<file path="src/rtl/hazard_unit.sv">
// Load-use stall and registered EX/MEM forwarding selects from a shadow pipeline.
// Define HAZARD_STATS_EN to add the saturating stall_count output.
module hazard_unit (
   input  logic        clk,
   input  logic        rst_n,
   input  logic        id_valid,
   input  logic [4:0]  id_rs,
   input  logic [4:0]  id_rt,
   input  logic [1:0]  id_read_rs,
   input  logic [1:0]  id_read_rt,
   input  logic        id_wr_en,
   input  logic [4:0]  id_wr_reg,
   input  logic        id_is_load,
   input  logic        flush,
   input  logic        hold,
   output logic        stall,
   output logic [1:0]  ex_fwd_rs,
   output logic [1:0]  ex_fwd_rt,
   output logic        mem_fwd_rt
`ifdef HAZARD_STATS_EN
   ,
   output logic [15:0] stall_count
`endif
);

   logic       exValid;
   logic [4:0] exReg;
   logic       exLoad;
   logic       exMemFwd;
   logic       memValid;
   logic [4:0] memReg;

   logic       exHitRs;
   logic       exHitRt;
   logic       memHitRs;
   logic       memHitRt;
   logic       bubble;
   logic [1:0] nxtRs;
   logic [1:0] nxtRt;
   logic       nxtMemFwd;

   // WB producers reach ID through the write-through register file,
   // so nothing past MEM needs to be tracked for matching.
   assign exHitRs  = exValid  && exReg  == id_rs && id_read_rs != 2'b00;
   assign exHitRt  = exValid  && exReg  == id_rt && id_read_rt != 2'b00;
   assign memHitRs = memValid && memReg == id_rs && id_read_rs != 2'b00;
   assign memHitRt = memValid && memReg == id_rt && id_read_rt != 2'b00;

   assign stall = id_valid && !flush && exLoad &&
                  ((exHitRs && id_read_rs == 2'b01) ||
                   (exHitRt && id_read_rt == 2'b01));

   assign bubble = stall || flush || !id_valid;

   always_comb begin
      nxtRs     = 2'b00;
      nxtRt     = 2'b00;
      nxtMemFwd = 1'b0;
      if (id_read_rs == 2'b01) begin
         if (exHitRs && !exLoad)
            nxtRs = 2'b01;
         else if (memHitRs)
            nxtRs = 2'b10;
      end
      case (id_read_rt)
         2'b01: begin
            if (exHitRt && !exLoad)
               nxtRt = 2'b01;
            else if (memHitRt)
               nxtRt = 2'b10;
         end
         // store data is consumed in MEM: an EX producer is caught from WB
         2'b10: begin
            if (exHitRt)
               nxtMemFwd = 1'b1;
            else if (memHitRt)
               nxtRt = 2'b10;
         end
         default: ;
      endcase
   end

   always_ff @(posedge clk) begin
      if (!rst_n) begin
         exValid    <= 1'b0;
         exReg      <= 5'd0;
         exLoad     <= 1'b0;
         exMemFwd   <= 1'b0;
         memValid   <= 1'b0;
         memReg     <= 5'd0;
         ex_fwd_rs  <= 2'b00;
         ex_fwd_rt  <= 2'b00;
         mem_fwd_rt <= 1'b0;
      end else if (!hold) begin
         memValid   <= exValid;
         memReg     <= exReg;
         mem_fwd_rt <= exMemFwd;
         if (bubble) begin
            exValid   <= 1'b0;
            exReg     <= 5'd0;
            exLoad    <= 1'b0;
            exMemFwd  <= 1'b0;
            ex_fwd_rs <= 2'b00;
            ex_fwd_rt <= 2'b00;
         end else begin
            exValid   <= id_wr_en && id_wr_reg != 5'd0;
            exReg     <= id_wr_reg;
            exLoad    <= id_is_load && id_wr_en && id_wr_reg != 5'd0;
            exMemFwd  <= nxtMemFwd;
            ex_fwd_rs <= nxtRs;
            ex_fwd_rt <= nxtRt;
         end
      end
   end

`ifdef HAZARD_STATS_EN
   always_ff @(posedge clk) begin
      if (!rst_n)
         stall_count <= 16'd0;
      else if (stall && !hold && stall_count != 16'hFFFF)
         stall_count <= stall_count + 16'd1;
   end
`endif

endmodule
</file>
<file path="config.mk">
export PLATFORM = sky130hd
export DESIGN_NAME = hazard_unit
export DESIGN_NICKNAME = d
export VERILOG_FILES = /design/src/rtl/hazard_unit.sv
export SDC_FILE = /design/constraint.sdc
export NUM_CORES = 1
export LEC_CHECK = 0
export CAP_MARGIN = 20
export CORE_AREA = 2 2 55 57
export CTS_BUF_LIST = sky130_fd_sc_hd__clkbuf_8 sky130_fd_sc_hd__clkbuf_16
export DETAILED_ROUTE_END_ITERATION = 12
export DIE_AREA = 0 0 57 59
export HOLD_SLACK_MARGIN = 0.1
export PLACE_DENSITY = 0.81
export SETUP_SLACK_MARGIN = 0.02
export SLEW_MARGIN = 0
export SYNTH_ARGS = -nofsm -noshare
export SYNTH_HDL_FRONTEND = slang
export SYNTH_SLANG_ARGS = --single-unit
</file>
<file path="constraint.sdc">
create_clock -name clk -period 1.6 [get_ports clk]
set_input_delay 0.24 -clock clk [delete_from_list [all_inputs] [get_ports clk]]
set_output_delay 0.24 -clock clk [all_outputs]
set_load 0.02 [all_outputs]
</file>
Word-level counts from Yosys, hierarchy flattened --
Index checks and enable logic that the tools add are counted.
Operators by class: reduce and logical (&&, ||, !) cells 27, muxes and demuxes 15, equal/unequal tests 7
Operators with widths (number):
- 5-bit == test | 4
- 1-bit logical AND | 18
- 2-bit two-way mux | 8
- 1-bit two-way mux | 5
- 5-bit two-way mux | 1
- 5-bit nonzero test | 1
- 2-bit by 1-bit == test with 1-bit output, second input constant | 2
- 2-bit one-hot mux with 2 select lines | 1
- 2-bit nonzero test | 2
- 1-bit logical NOT | 3
- 1-bit logical OR | 3
- 2-bit == test, second input constant | 1
Storage, ports and cells: word-level logic and storage cells 58, input port bits 26, bits in registers 19

Logic depth before layout (Yosys ltp) --
depth in word-level cells 9, mapped depth 6, depth with buffers taken out 6

Worst setup path after synthesis --
Ideal clock, no wire load.
kind flip-flop to output port, start point reg exReg[3], end point out stall, data arrival time 1.749 ns, setup slack -0.389 ns, cell stages (with the launch flop) 6, data required time 1.360 ns, cells stage by stage dfxtp_1 > xor2_1 > or4_4 > nor2_2 > a22oi_1 > nor4b_2
On the way: cells in the longest elaborated chain, start to end 6, elaborated cells between the ends (all ways) 10, classes of those cells eq/ne (2); reduce/logical (8)
RTL lines:
- start: declaration | line 27 | logic [4:0] exReg;
- start signal: assignment | line 107 | exReg <= id_wr_reg;
- 5-bit == test, on equally long branches | line 44, 45
- 1-bit logical AND, on equally long branches (2 in series) | line 44, 45
- 1-bit logical AND, on equally long branches | line 50, 51
- 1-bit logical OR * | line 50 | ((exHitRs && id_read_rs == 2'b01) ||
- 1-bit logical AND * | line 49 | assign stall = id_valid && !flush && exLoad &&
- end: declaration | line 16 | output logic stall,
Mark *: on every way between the ends. The rest lies on a longest branch, timed or not.

Final worst setup path --
start point reg exReg[4], end point out stall
Same word-level chain as after synthesis.

==> results by group <==
Outcome
  • Status: finished with violations
  • Failing checks: setup timing

STA
  • Final Hold Violating Endpoints: 0
  • Setup TNS: -4.54 ns
  • Setup-failing EPs final: 12
  • RSZ-0062 raised after global routing: yes
  • Slew HR: 71.9%
  • FMAX: 469 MHz
  • Final critical-path required period: 2.13 ns
  • Slack of the critical path: -0.530 ns
  • Worst slew pin tran: 0.417 ns
  • Slew Limit Fails: 0
  • Fin crit share: 133%
  • Clock skew: 0.00316 ns

Die
  • Row count: 19
  • Core region area: 2710 um2
  • Die width: 57 um
  • I/O pin count: 32
  • Die ar.: 3360 um2
  • Initial Util: 40.8%
  • Die H: 59 um

Synthesis
  • Most frequent cells after synthesis: dfxtp_1 (19), nor2b_1 (10), xnor2_1 (10), xor2_1 (10), mux2i_1 (7)
  • Ys async rst share: 0%
  • Post-synthesis xor/xnor area fraction: 15.9%
  • Post-Syn Area: 1100 um2
  • Compound-Gate Fraction of Synth Area: 15.6%
  • Top cells by area, synth: dfxtp_1 (34%), xnor2_1 (7.9%), xor2_1 (7.9%)
  • Top cell type's share of synthesized area: 34.4%
  • Ys Warns: 0
  • Post-synth top area cell: dfxtp_1
  • Multiplexer share of the synthesized area: 6.34%
  • Yosys reg bits: 19
  • Mapped Cells: 107
  • Fraction of the mapped netlist area in simple logic gates: 21.5%
  • Post-synthesis sequential area ratio: 34.4%
  • Synth Area in Adders: 3.40%
  • Post-synth cell types: 38
  • Largest family of logic cells by synthesized area: simple AND/OR/NAND/NOR gates
  • EDFF count, synth: 0
  • Net Count, Synth: 136
  • Primary FF master, synth: dfxtp_1
  • Syn_area_per_cell: 10.3 um2
  • Most common cell in the netlist: dfxtp_1

Routing
  • DR pass1 iterations: 4
  • Via density: 5.16
  • Vias: 1074
  • Final wirelength: 3190 um
  • DRC violations left: 0
  • Antenna-violating nets left: 0
  • WL/cell: 15.3 um
  • Initial DRC Count: 42

Job
  • Max Cap Violations: 0

Pwr
  • Max IR drop VDD: 0.587 mV
  • Cell area power density: 568 nW/um2
  • Static Leak: 0.827 nW
  • Power, Total: 1.04 mW

CTS
  • Deepest clock path buffer count: 2
  • Hold-fix buffers at CTS: 0
  • CTS root buf: clkbuf_8
  • Clock transition at path regs: 0.07 ns
  • H-tree Lvls: 1
  • CTS tree: built
  • Cts bufs inserted: 3
  • Sink Count: 19
  • Worst skew pair latency: 0.26 ns

Setup path
  • WS Path Type: reg -> out
  • Max FO, Critical Path: 2
  • Critical path endpoint: stall
  • R2r setup slk: -0.44 ns
  • Worst-path cell chain: xor2_1 > or4_4 > nor2_4 > a22oi_2 > nor4b_4 > buf_4
  • Reg2reg end: exReg[1]$_SDFFE_PN0N_
  • WP buf/inv: 1
  • Largest stage delay, worst path: 0.56 ns
  • Worst path top cell family by delay: simple AND/OR/NAND/NOR gates
  • WP depth: 6
  • WP data required: 1.36 ns
  • Crit path launch type: flip-flop
  • CP endpoint kind: primary output
  • R2r worst-path depth: 8
  • Max stage delay cell, worst path: or4_4
  • Worst setup path startpoint: exReg[4]$_SDFFE_PN0N_
  • Arr. time, crit path: 1.89 ns
  • Critical register-to-register path startpoint: exReg[4]$_SDFFE_PN0N_

Place
  • Routability cong.: 0.876
  • Detailed placement HPWL: 2490 um
  • Port bufs: 31

Hold path
  • Hold path depth: 2
  • Worst Hold Class: reg -> reg

Finish
  • Area delta synth->final: 66.4%
  • Share of cells above drive strength 1: 34.5%
  • Fin nets: 207
  • Antenna fix cells: 0

GRT
  • Total GRT Usage: 20.8%
  • Initial antenna violation count: 0
  • First-pass GRT wire length: 5310 um
  • Congestion Overflow GR: 0
  • Vias in the first global route: 1150
  • Largest net degree at the start of global routing: 13
-- layout make-up --
class	instances	area, um2
repair buffers	70	621
clock inverters	1	3.75
clock buffers	3	41.3
fillers	213	872
multi-input cells	81	738
well taps	31	38.8
flip-flops and latches	19	384
inverters	3	11.3
-- how the worst min path moves through the flow --
stage | start | to | slack (ns)
final | exMemFwd$_SDFFE_PN0N_ | exMemFwd$_SDFFE_PN0N_ | 0.46
after global routing | exMemFwd$_SDFFE_PN0N_ | exMemFwd$_SDFFE_PN0N_ | 0.48
after CTS | exMemFwd$_SDFFE_PN0N_ | exMemFwd$_SDFFE_PN0N_ | 0.47
after detailed placement | ex_fwd_rt[1]$_SDFFE_PN0N_ | ex_fwd_rt[1]$_SDFFE_PN0N_ | 0.47
after global placement | ex_fwd_rt[1]$_SDFFE_PN0N_ | ex_fwd_rt[1]$_SDFFE_PN0N_ | 0.45
after floorplan | id_wr_reg[3] | exReg[3]$_SDFFE_PN0N_ | 0.41
-- cell usage in the layout (no fill, tap or decap), types with 7 or more instances in the layout --
master | netlist | layout
dfxtp_1 | 19 | 16
clkdlybuf4s50_1 | 0 | 22
buf_4 | 1 | 36
nor2b_1 | 10 | 10
xnor2_1 | 10 | 7
mux2i_1 | 7 | 7
xor2_1 | 10 | 10
-- logic make-up after synthesis --
kind of cell             Yosys count
XOR/XNOR                          20
AND/OR/NAND/NOR                   33
buffers and inverters              7
AO/OA/AOI/OAI                     18
adder cells (fa/ha/maj)            3
multiplexers                       7
flip-flops                        19
-- per-layer routing --
metal  track usage, %  up-vias  routed length (um)
met1             25.6      505                1290
met3             3.06        6                 192
met4             8.64        0                  61
met5                0        -                   0
met2             36.6       33                1650
li1                 -      530                   -
-- worst min-delay path: stages, from the launching register on --
cell      delay, ns
dfxtp_1        0.32
nand2_1        0.05
a21boi_1       0.05
-- sequential cells by signal, indices dropped and copies added (netlist names) --
register and count:
exLoad 1, exMemFwd 1, exReg 5, exValid 1
ex_fwd_rs 2, ex_fwd_rt 2, memReg 5, memValid 1
mem_fwd_rt 1
-- per-stage QoR --
stage	cells	cell area, um2	worst slack [ns]	hold slack, ns	utilization (%)
2_1_floorplan	107	1110	-0.261	0.407	-
3_3_place_gp	199	1700	-1.12	0.450	62.7
3_5_place_dp	199	1700	-1.15	0.466	62.7
4_1_cts	206	1780	-0.561	0.466	65.7
5_1_grt	208	1840	-0.595	0.476	67.8
6_report	208	1840	-0.530	0.463	67.8
-- where the power goes --
group | total, mW | internal (mW) | switching (mW)
combinational | 0.229 | 0.138 | 0.0902
sequential | 0.484 | 0.479 | 0.00514
clock | 0.332 | 0.171 | 0.161
-- timing repair --
item / in CTS / in global routing
pin swaps: 6 / 9
endpoints found under the setup margin: 12 / 13
resized for setup: 17 / 10
setup buffers: 3 / 4
Power figures use the tool's default switching activity.
